## config.mk

```make
export PLATFORM = sky130hd
export DESIGN_NAME = frame_column_loader
export DESIGN_NICKNAME = d
export VERILOG_FILES = /design/src/rtl/frame_column_loader.sv
export SDC_FILE = /design/constraint.sdc
export NUM_CORES = 1
export LEC_CHECK = 0
export ABC_AREA = 1
export CAP_MARGIN = 5
export CORE_MARGIN = 4
export CORE_UTILIZATION = 47
export DETAILED_ROUTE_END_ITERATION = 10
export PLACE_DENSITY = 0.81
export REMOVE_ABC_BUFFERS = 1
export SETUP_SLACK_MARGIN = 0.4
export SYNTH_ARGS = -nofsm -noshare
export SYNTH_HDL_FRONTEND = slang
export SYNTH_SLANG_ARGS = --single-unit
export TNS_END_PERCENT = 30
```

## constraint.sdc

```tcl
create_clock -name CLK -period 3.97 [get_ports CLK]
set_input_delay 0.397 -clock CLK [delete_from_list [all_inputs] [get_ports CLK]]
set_output_delay 0.397 -clock CLK [all_outputs]
set_load 0.01 [all_outputs]
```

## src/rtl/frame_column_loader.sv

```systemverilog
// Column configuration loader: gathers one frame word per tile row, then
// pulses the one-hot frame strobe for a single cycle followed by a gap cycle.
module frame_column_loader #(
    parameter int MaxFramesPerCol = 20,
    parameter int FrameBitsPerRow = 32,
    parameter int NumRows = 4,
    localparam int AW = $clog2(MaxFramesPerCol)
) (
    input  logic                                 CLK,
    input  logic                                 resetn,
    input  logic                                 cfg_valid,
    output logic                                 cfg_ready,
    input  logic                                 cfg_first,
    input  logic [AW-1:0]                        cfg_addr,
    input  logic [FrameBitsPerRow-1:0]           cfg_data,
    input  logic                                 err_clr,
    output logic [NumRows*FrameBitsPerRow-1:0]   FrameData,
    output logic [MaxFramesPerCol-1:0]           FrameStrobe,
    output logic                                 busy,
    output logic                                 err
);

    localparam int CW = $clog2(NumRows + 1);
    localparam logic [AW:0] MAX_ADDR = (AW+1)'(MaxFramesPerCol);
    localparam logic [CW-1:0] LAST_ROW = CW'(NumRows - 1);

    typedef enum logic [1:0] {
        IDLE,
        LOAD,
        STROBE,
        GAP
    } state_e;

    state_e                               state_q;
    logic [AW-1:0]                        addr_q;
    logic [CW-1:0]                        cnt_q;
    logic [NumRows*FrameBitsPerRow-1:0]   data_q;
    logic [MaxFramesPerCol-1:0]           strobe_q;
    logic                                 err_q;
    logic                                 addr_ok;

    function automatic logic [MaxFramesPerCol-1:0] onehot(
        input logic [AW-1:0] a
    );
        return MaxFramesPerCol'(1) << a;
    endfunction

    assign cfg_ready   = (state_q == IDLE) || (state_q == LOAD);
    assign busy        = (state_q != IDLE);
    assign addr_ok     = {1'b0, cfg_addr} < MAX_ADDR;
    assign FrameData   = data_q;
    assign FrameStrobe = strobe_q;
    assign err         = err_q;

    always_ff @(posedge CLK) begin
        if (!resetn) begin
            state_q  <= IDLE;
            addr_q   <= '0;
            cnt_q    <= '0;
            data_q   <= '0;
            strobe_q <= '0;
            err_q    <= 1'b0;
        end else begin
            // Clear first so an error raised below in the same cycle wins.
            if (err_clr) begin
                err_q <= 1'b0;
            end
            unique case (state_q)
                IDLE, LOAD: begin
                    if (cfg_valid) begin
                        if (cfg_first) begin
                            if (state_q == LOAD) begin
                                err_q <= 1'b1;
                            end
                            if (addr_ok) begin
                                addr_q <= cfg_addr;
                                data_q[FrameBitsPerRow-1:0] <= cfg_data;
                                if (NumRows == 1) begin
                                    cnt_q    <= '0;
                                    strobe_q <= onehot(cfg_addr);
                                    state_q  <= STROBE;
                                end else begin
                                    cnt_q   <= CW'(1);
                                    state_q <= LOAD;
                                end
                            end else begin
                                err_q   <= 1'b1;
                                cnt_q   <= '0;
                                state_q <= IDLE;
                            end
                        end else if (state_q == IDLE) begin
                            err_q <= 1'b1;
                        end else begin
                            for (int r = 0; r < NumRows; r++) begin
                                if (cnt_q == CW'(r)) begin
                                    data_q[r*FrameBitsPerRow +: FrameBitsPerRow]
                                        <= cfg_data;
                                end
                            end
                            cnt_q <= cnt_q + CW'(1);
                            if (cnt_q == LAST_ROW) begin
                                strobe_q <= onehot(addr_q);
                                state_q  <= STROBE;
                            end
                        end
                    end
                end
                STROBE: begin
                    strobe_q <= '0;
                    state_q  <= GAP;
                end
                GAP: begin
                    cnt_q   <= '0;
                    state_q <= IDLE;
                end
                default: begin
                    strobe_q <= '0;
                    cnt_q    <= '0;
                    state_q  <= IDLE;
                end
            endcase
        end
    end

endmodule

```

Yosys cells after proc, flatten, opt, wreduce, memory -nomap -nowiden --
Index checks and enable logic that the tools add are counted.
Operators by class: add/sub/neg operators 1, magnitude comparators 1, equal/unequal tests 14, shift operators 1, muxes and demuxes 27, bitwise logic cells 2, reduce and logical (&&, ||, !) cells 16
Operators with widths (count):
- 32-bit two-way mux | 4
- 20-bit two-way mux | 4
- 20-bit one-hot mux with 2 select lines | 1
- 5-bit AND reduction | 5
- 1-bit by 5-bit left shift with 20-bit output (first input constant) | 1
- 2-bit != test (second input constant) | 5
- 1-bit two-way mux | 9
- 3-bit two-way mux | 3
- 2-bit two-way mux | 4
- 2-bit nonzero test | 4
- 3-bit by 2-bit equality test with 1-bit output (second input constant) | 2
- 3-bit != test (second input constant) | 2
- 2-bit one-hot mux with 3 select lines | 1
- 3-bit one-hot mux with 2 select lines | 1
- 3-bit AND reduction | 2
- 5-bit < comparator (second input constant) | 1
- 2-bit equality test (second input constant) | 2
- 4-bit AND reduction | 1
- 3-bit by 1-bit adder with 3-bit output (second input constant) | 1
- 3-bit by 1-bit equality test with 1-bit output (second input constant) | 1
- 3-bit logical NOT | 1
- 2-bit by 1-bit equality test with 1-bit output (second input constant) | 1
- 2-bit logical NOT | 1
- 2-bit by 1-bit != test with 1-bit output (second input constant) | 1
- other kinds (3) | 4
Storage, ports and cells: register bits 159, output and inout port bits 151

Longest topological paths before layout --
Gate-level depths: netlist (run 1).
depth after elaboration 6, gate-level depth with buffers 10, gate-level depth less buffers 9

Least setup slack after synthesis (run 1) --
Ideal clock, no wire load.
kind reg-to-reg, start point reg cnt_q[1], end point reg strobe_q[0], in the netlist FrameStrobe[0], library setup time 0.117 ns, arrival 1.409 ns, data required time 3.853 ns, setup slack 2.444 ns, stages on the path, launching flop included 11, buffers on the path 1, path through dfxtp_1 ha_1 ha_1 nand2_1 nor2_1 nand2_2 nand2_2 inv_2 buf_2 a21oi_1 nor2_1
Between the ends: cells in the longest elaborated chain, start to end 3
RTL lines:
- start: declaration | line 36 | logic [CW-1:0] cnt_q;
- start signal: assignment | line 100 | cnt_q <= cnt_q + CW'(1);
- 3-bit by 2-bit equality test with 1-bit output | line 101 | if (cnt_q == LAST_ROW) begin
- 2-bit != test (no line)
- 5-bit AND reduction (no line)
- end signal: assignment | line 80 | strobe_q <= onehot(cfg_addr);
- end signal: assignment | line 102 | strobe_q <= onehot(addr_q);
- end: declaration | line 38 | logic [MaxFramesPerCol-1:0] strobe_q;
Every way passes these cells. A chain may end at the register's enable or synchronous reset.

Final worst setup path (run 1) --
start point in cfg_first, end point reg data_q[105], in the netlist FrameData[105]
Between the ends: cells in the longest elaborated chain, start to end 2
RTL lines:
- start: declaration | line 13 | input logic cfg_first,
- 1-bit inverter (no line)
- 5-bit AND reduction (no line)
- end signal: indexed assignment | line 77 | data_q[FrameBitsPerRow-1:0] <= cfg_data;
- end: declaration | line 37 | logic [NumRows*FrameBitsPerRow-1:0] data_q;
Every way passes these cells.

==> results.json, run 1 <==
{
  "r2r_setup_slack_ns": 1.73,
  "ys_types": 21,
  "synthesis.instances": 817,
  "synth-seq-area-share_pct": 52.5,
  "cts-root-buf": "clkbuf_16",
  "worstHoldStart": "err",
  "crit_slowest_cell": "inv_2",
  "dpl.hpwl_um": 11900,
  "syn_avg_cell_area_um2": 7.42,
  "gp_congestion": 0.847,
  "drv_cap": 0,
  "wire_per_inst_um": 15.4,
  "critical_path_buf_inv_count": 2,
  "reg2reg_to": "FrameData[105]",
  "status": "finished, final reports clean",
  "grt-ovfl-total": 0,
  "syn_area_mm2": 0.00606,
  "clockBufferDepth": 2,
  "skew_ns": 0.00975,
  "hold_depth": 2,
  "start_util_pct": 48.1,
  "ir_worst_vdd_uv": 244,
  "n_fill_cell": 1049,
  "clock-sinks": 159,
  "cts_tree": "done",
  "grt_pass1_vias": 5591,
  "path_cells": "clkdlybuf4s50_1 > nor2_1 > nand2_2 > inv_2 > o21ai_0 > a21oi_1",
  "rows": 41,
  "clkTransAtPathRegs_ns": 0.06,
  "r2r_cells": 8,
  "grt_util_all_layers_pct": 24.2,
  "setup_viol": 0,
  "viasPerCell": 5.08,
  "diodes": 0,
  "clk_latency_ns": 0.42,
  "met2_length_um": 8530,
  "fin_crit_ns": 2.26,
  "first_pass_iters": 5,
  "ant_nets": 0,
  "final-seq-area_mm2": 0.00318,
  "arrival_ns": 2.59,
  "grt_max_degree": 78,
  "drt-initial-drc-count": 481,
  "vias": 5941,
  "multiInputGateArea_mm2": 0.00245,
  "wirelength_um": 18000,
  "area_growth_pct": 42.5,
  "hold_path_class": "reg2reg",
  "die_x_um": 122,
  "io_buffers": 192,
  "startpoint_type": "primary input",
  "wl_met1_um": 7350,
  "period_share_pct": 57.0,
  "crit_path_end_kind": "flop",
  "drt_drc_violations_left": 0,
  "fmax_ghz": 0.442,
  "drive_gt1_share_pct": 5.11,
  "path_class": "in2reg",
  "critPathRequiredTime_ns": 4.29,
  "maxSlewViolCount": 0,
  "grt_setup_unrepaired": "false",
  "worst_hold_slack_ns": 0.473,
  "yosys_warnings": 0,
  "hold_viol_final": 0,
  "ios": 193,
  "die_h_um": 122,
  "antenna_found_initial": 0,
  "cp_top_family": "buffers and inverters",
  "routed.top_layer": "met4",
  "tightest_slew_ns": 0.942,
  "htreeDepth": 4,
  "p_per_area_mw_per_mm2": 422,
  "cts-buffers-inserted": 17,
  "cts_resized": 0,
  "grt_pass1_wl_um": 28400,
  "ctsHoldBuffers": 0,
  "critPathMaxStageDelay_ns": 0.68,
  "relSlewSlack_pct": 37.2,
  "cts_setup_buffers": 0,
  "worstPathMaxFanout": 64,
  "core_region_area_mm2": 0.0126,
  "r2r-start": "cnt_q[1]",
  "p_leak_nw": 3.50,
  "fin_nets": 1033,
  "hold_end": "err",
  "dr_wl_met3_um": 1660,
  "die-area_mm2": 0.0148,
  "fin_setup_tns_ns": 0,
  "ys_seq_elements": 159
}
routing by layer:
layer | up-vias | track usage, %
met5 | - | 0
met4 | 0 | 8.82
met3 | 29 | 6.82
met2 | 245 | 40.2
met1 | 2704 | 30.1
li1 | 2963 | -
Yosys cell counts:
cell type	n	area share, %
and3_1	1	0.10
nand2_2	2	0.21
nand3_1	17	1.4
clkbuf_1	27	1.7
buf_4	3	0.37
inv_1	52	3.2
nor2_2	2	0.21
nor3_1	1	0.082
nand3_2	2	0.33
nor2_1	258	16
o21ai_1	2	0.17
a21oi_1	46	3.8
o21ai_0	113	9.3
buf_2	17	1.4
dfxtp_1	159	52
ha_1	5	1.0
buf_1	3	0.19
nand2_1	67	4.1
nand4_1	33	3.4
o211ai_1	1	0.12
inv_2	6	0.37
cell type report:
| type | instances | share of cell area, % |
|---|---|---|
| Sequential cell | 159 | 36.8 |
| Multi-Input combinational cell | 550 | 28.3 |
| Timing Repair Buffer | 200 | 22.9 |
| Clock buffer | 21 | 5.33 |
| Inverter | 58 | 2.52 |
| Tap cell | 172 | 2.49 |
| Clock inverter | 10 | 1.59 |
worst min-delay path: stages (launching register included):
cell	delay, ns
dfxtp_1	0.31
nand2_1	0.06
a21oi_1	0.05
cell usage in the layout, fill, tap and decap left out:
cell / instances
a21oi_1: 45
a21oi_2: 1
and3_1: 1
buf_4: 9
bufinv_16: 3
clkbuf_1: 2
clkbuf_16: 17
clkbuf_8: 2
clkdlybuf4s50_1: 191
clkinv_2: 3
clkinv_4: 2
clkinvlp_4: 2
dfxtp_1: 159
ha_1: 5
inv_1: 52
inv_2: 6
nand2_1: 67
nand2_2: 2
nand3_1: 17
nand3_2: 2
nand4_1: 33
nor2_1: 258
nor2_2: 2
nor3_1: 1
o211ai_1: 1
o21ai_0: 113
o21ai_1: 2
per-stage QoR:
step / power [mW] / utilization (%) / std cells / worst slack, ns / area [um^2]
global placement: 2.03 / 63.7 / 1139 / 1.46 / 8040
finish: 3.64 / 68.5 / 1170 / 1.71 / 8640
global route: 3.77 / 68.5 / 1170 / 1.44 / 8640
floorplan: 1.85 / - / 767 / 1.79 / 5840
CTS: 3.67 / 68.5 / 1170 / 1.73 / 8640
detailed placement: 2.04 / 63.7 / 1139 / 1.31 / 8040
state kept, by name (all words and copies together), names as in the netlist:
| register | cells |
|---|---|
| FrameStrobe | 20 |
| err | 1 |
| state_q | 2 |
| cnt_q | 3 |
| addr_q | 5 |
| FrameData | 128 |
kinds of logic after synthesis:
logic type	share of synthesized area, %
and+or+nand+nor	25.9
AOI/OAI and AO/OA	13.4
DFF	52.5
buffers and inverters	7.22
adders and majority gates	1.03
report_power, final:
group          switching, mW  internal, mW  leakage (nW)  total, mW
clock network          0.623          1.02         0.289       1.64
registers             0.0232          1.64          1.29       1.66
logic                  0.194         0.150          1.93      0.344
total                  0.840          2.80          3.50       3.64
worst max-delay path by stage:
stage              start             end  slack (ns)  cells after the start
2_1_floorplan   cnt_q[0]    FrameData[0]        1.79                      8
3_3_place_gp   cfg_first  FrameData[100]        1.46                      6
3_5_place_dp   cfg_first  FrameData[105]        1.31                      6
4_1_cts         cnt_q[1]  FrameData[105]        1.73                      8
5_1_grt        cfg_first  FrameData[119]        1.44                      6
6_report       cfg_first  FrameData[105]        1.71                      6
No activity file was read; power rests on OpenSTA's default activity.
==> run 2, diff against run 1 <==
CORE_UTILIZATION = 42   (was 47)
PLACE_DENSITY = 0.77   (was 0.81)
clock period = 1.8 ns   (was 3.97 ns; I/O delays follow)
==> run 2 against run 1 <==
Against the previous run: via count is 6.9% higher; clock-buffer cell count is 2 lower; sequential cell count stayed put; combinational power grew to 2.6 times the previous value; total power is 130% higher; setup slack worse by 1.5 ns; clock power is 120% higher; clock skew is 0.0033 ns lower; final area is 15% higher; critical endpoint is now FrameData[3]; largest power group unchanged.
==> results.json, run 2 (synthesized netlist as in run 1, its figures left out) <==
{
  "clk_latency_ns": 0.42,
  "largest_reg_flops": 128,
  "n_fill_cell": 1055,
  "fin_nets": 1072,
  "relSlewSlack_pct": 76.0,
  "startpoint_type": "flop",
  "core_region_area_mm2": 0.0140,
  "ios": 193,
  "setup_viol": 0,
  "drv_cap": 0,
  "fmax_ghz": 0.642,
  "grt_setup_unrepaired": "true",
  "cts-root-buf": "clkbuf_16",
  "p_per_area_mw_per_mm2": 828,
  "gp_congestion": 0.912,
  "wire_per_inst_um": 17.7,
  "grt_pass1_wl_um": 31200,
  "layout_common_cells": "238 x nor2_1, 154 x dfxtp_1, 143 x clkdlybuf4s50_1",
  "cts_tree": "done",
  "htreeDepth": 4,
  "arrival_ns": 1.91,
  "fin_area_mm2": 0.00990,
  "ir_worst_vdd_uv": 579,
  "first_pass_iters": 5,
  "period_share_pct": 86.6,
  "die_x_um": 128,
  "diodes": 0,
  "layout_commonest_cell": "nor2_1",
  "antenna_found_initial": 0,
  "hold_path_class": "in2reg",
  "critPathRequiredTime_ns": 2.15,
  "vias": 6353,
  "tightest_slew_ns": 0.360,
  "cts-buffers-inserted": 17,
  "crit_path_end_kind": "flop",
  "placed_area_mm2": 0.00830,
  "grt_util_all_layers_pct": 24.1,
  "grt_max_degree": 65,
  "rows": 43,
  "dpl.hpwl_um": 12200,
  "drt-initial-drc-count": 484,
  "fin_crit_ns": 1.56,
  "skew_ns": 0.00645,
  "hold_viol_final": 0,
  "start_util_pct": 43.4,
  "power_mw": 8.20,
  "final-seq-area_mm2": 0.00320,
  "status": "finished, final reports clean",
  "area_growth_pct": 63.3,
  "die-area_mm2": 0.0164,
  "multiInputGateArea_mm2": 0.00283,
  "die_h_um": 128,
  "clockBufferDepth": 2,
  "drt_drc_violations_left": 0,
  "io_buffers": 192,
  "path_class": "reg2reg",
  "clock-sinks": 159,
  "drive_gt1_share_pct": 17.6,
  "ant_nets": 0,
  "clkTransAtPathRegs_ns": 0.07,
  "wirelength_um": 21500,
  "worstPathMaxFanout": 8,
  "p_leak_nw": 4.30,
  "grt_pass1_vias": 5883,
  "grt-ovfl-total": 0,
  "maxSlewViolCount": 0,
  "viasPerCell": 5.22
}
run 2: cell types whose count changed in the layout (fill, tap and decap cells not counted), sizes merged, moves of 2 or more:
cell,change
buf,+33
clkbuf,+4
clkdlybuf4s50,-48
clkinv,+2
clkinvlp,+2
dlygate4sd2,+36
dlymetal6s2s,+12
run 2: through the flow:
step | setup slack, ns | setup TNS (ns) | instances | hold slack [ns] | util, %
floorplan | -0.379 | -12.13 | 767 | 0.300 | -
global placement | 0.107 | 0 | 1159 | 0.459 | 59.3
detailed placement | -0.00431 | -0.00431 | 1159 | 0.460 | 59.3
CTS | 0.249 | 0 | 1207 | 0.138 | 67.7
global route | 0.160 | 0 | 1218 | 0.159 | 70.8
finish | 0.241 | 0 | 1218 | 0.156 | 70.8
run 2: layout make-up:
| cell class | instances | share of cell area, % |
|---|---|---|
| timing repair buffer | 239 | 28.3 |
| tap | 180 | 2.27 |
| clock buffer | 19 | 4.37 |
| multi-input combinational | 550 | 28.6 |
| inverter | 58 | 2.49 |
| clock inverter | 13 | 1.67 |
| sequential | 159 | 32.3 |
run 2: repair_timing:
action / CTS / global route
cloned: 9 / 8
setup buffers: 7 / 3
hold endpoints to repair: 0 / 0
resized for setup: 163 / 94
endpoints found under the setup margin: 300 / 273
pin swaps: 29 / 16
hold buffers: 0 / 0
run 2: critical path, cell delays in order, from the launching register on:
cell	delay, ns
dfxtp_4	0.36
inv_2	0.08
ha_1	0.14
nand2_1	0.06
nand2_2	0.09
nand2_1	0.09
nor2_4	0.27
buf_6	0.21
nor2_1	0.05
nor2_1	0.13
run 2: final timing paths:
check	from	to	slack, ns	depth (start not counted)
worst max-delay path	cnt_q[0]	FrameData[3]	0.24	9
worst max register to register	cnt_q[0]	FrameData[3]	0.24	9
worst min-delay path	resetn	FrameStrobe[4]	0.16	3
worst min register to register	FrameData[45]	FrameData[45]	0.47	2
run 2: power breakdown:
| part | total [mW] | internal (mW) | switching (mW) |
|---|---|---|---|
| logic | 0.882 | 0.385 | 0.497 |
| clock network | 3.65 | 2.19 | 1.46 |
| registers | 3.67 | 3.61 | 0.0613 |
run 2: routing by layer:
metal / global-route usage [%] / routed length [um]
met1: 29.3 / 8680
met3: 7.17 / 1860
met4: 10.2 / 750
met5: 0 / 0
met2: 39.9 / 10200
==> run 3, diff against run 2 <==
CTS_CLUSTER_DIAMETER = 50   (was unset)
PLACE_DENSITY = unset   (was 0.77)
PLACE_DENSITY_LB_ADDON = 0.25   (was unset)
==> run 3 against run 2 <==
Against the previous run: final area decreased by 0.16%; core utilization shrank 0.12 points; fmax shrank 0.38%; setup slack worse by 0.0060 ns; clock-buffer cell count decreased by 1; critical path depth did not move; sequential power barely moved; clock power grew 11%; critical path type unchanged; largest power group is now clock; highest routed layer unchanged.
==> results.json, run 3 (synthesized netlist as in run 1, its figures left out) <==
{
  "routed.top_layer": "met4",
  "setup_viol": 0,
  "first_pass_iters": 5,
  "skew_ns": 0.00741,
  "grt-ovfl-total": 0,
  "die_x_um": 128,
  "arrival_ns": 1.88,
  "die-area_mm2": 0.0164,
  "hold_path_class": "in2reg",
  "ant_nets": 0,
  "fin_crit_ns": 1.56,
  "worstPathMaxFanout": 14,
  "layout_common_cells": "246 x nor2_1, 178 x clkdlybuf4s50_1, 155 x dfxtp_1",
  "wl_met1_um": 8890,
  "clk_latency_ns": 0.43,
  "p_per_area_mw_per_mm2": 872,
  "grt_util_all_layers_pct": 22.7,
  "drt_drc_violations_left": 0,
  "grt_pass1_wl_um": 29600,
  "status": "finished, final reports clean",
  "cts-root-buf": "clkbuf_16",
  "clock-sinks": 159,
  "drive_gt1_share_pct": 17.0,
  "gp_congestion": 0.820,
  "startpoint_type": "flop",
  "tightest_slew_ns": 0.482,
  "period_share_pct": 86.9,
  "drt-initial-drc-count": 525,
  "io_buffers": 192,
  "hold_viol_final": 0,
  "power_mw": 8.62,
  "wire_per_inst_um": 16.9,
  "rows": 43,
  "diodes": 0,
  "ios": 193,
  "relSlewSlack_pct": 67.8,
  "dr_wl_met3_um": 1290,
  "cts_tree": "done",
  "htreeDepth": 4,
  "path_class": "reg2reg",
  "layout_commonest_cell": "nor2_1",
  "drv_cap": 0,
  "critPathRequiredTime_ns": 2.12,
  "crit_path_end_kind": "flop",
  "met2_length_um": 10000,
  "p_leak_nw": 3.98,
  "ir_worst_vdd_uv": 616,
  "ctsHoldBuffers": 0,
  "grt_max_degree": 57,
  "antenna_found_initial": 0,
  "multiInputGateArea_mm2": 0.00279,
  "vias": 6296,
  "area_growth_pct": 63.0,
  "clkTransAtPathRegs_ns": 0.06,
  "core_region_area_mm2": 0.0140,
  "n_fill_cell": 1112,
  "grt_pass1_vias": 5729,
  "fin_nets": 1075,
  "largest_reg_flops": 128,
  "start_util_pct": 43.4,
  "cts-buffers-inserted": 17,
  "dpl.hpwl_um": 12300,
  "worst_hold_slack_ns": 0.209,
  "fmax_ghz": 0.639,
  "clockBufferDepth": 2,
  "wirelength_um": 20700,
  "die_h_um": 128,
  "maxSlewViolCount": 0,
  "grt_setup_unrepaired": "true",
  "final-seq-area_mm2": 0.00320,
  "viasPerCell": 5.16
}
run 3: changes by cell type in the layout (fill, tap and decap cells not counted), sizes merged:
cell | previous run | this run
bufinv | 3 | 5
clkdlybuf4s50 | 143 | 178
dlymetal6s2s | 12 | 0
clkinv | 7 | 3
buf | 42 | 43
dlygate4sd2 | 36 | 13
inv | 57 | 61
clkbuf | 25 | 26
clkinvlp | 4 | 3
run 3: repair_timing:
action | in CTS | in global routing
pin swaps | 7 | 41
setup buffers | 6 | 3
resized for setup | 83 | 106
endpoints found under the setup margin | 298 | 292
cloned | 3 | 10
run 3: worst paths after layout:
kind,slack (ns),startpoint,to,cells past startpoint
max,0.24,cnt_q[0],FrameData[102],9
min,0.21,resetn,FrameStrobe[13],3
max reg2reg,0.24,cnt_q[0],FrameData[102],9
min reg2reg,0.47,FrameData[11],FrameData[11],2
run 3: metal layers:
metal	vias up	global-route usage [%]
li1	3072	-
met1	2926	28.7
met2	260	37.7
met3	38	5.13
met4	0	8.61
met5	-	0
run 3: worst max-delay path, cell delays in order, from the launching register on:
cell and delay [ns]:
dfxtp_4 0.36, ha_4 0.16, ha_4 0.16, nand2_4 0.07, nor2_4 0.04, nand2_4 0.15, clkinv_8 0.11, buf_12 0.17
o21ai_1 0.18, a21oi_2 0.05
run 3: cell type report:
type	count	area share, %
Clock inverter	14	2.30
Multi-Input combinational cell	550	28.2
Sequential cell	159	32.3
Tap cell	180	2.28
Clock buffer	18	4.44
Timing Repair Buffer	242	27.9
Inverter	58	2.51
run 3: power by group:
part	internal, mW	switching [mW]	leakage [nW]
combinational	0.417	0.486	2.37
sequential	3.61	0.0576	1.29
clock	2.52	1.53	0.316
total	6.55	2.07	3.98
run 3: per-stage QoR:
step / cell area [um^2] / setup slack, ns / std cells / utilization [%] / setup TNS [ns]
after floorplan: 5840 / -0.379 / 767 / - / -12.13
after global placement: 8390 / -0.00681 / 1167 / 59.9 / -0.00681
after detailed placement: 8390 / -0.0599 / 1167 / 59.9 / -1.15
after CTS: 9350 / 0.247 / 1208 / 66.9 / 0
after global routing: 9880 / 0.133 / 1221 / 70.7 / 0
final: 9880 / 0.235 / 1221 / 70.7 / 0
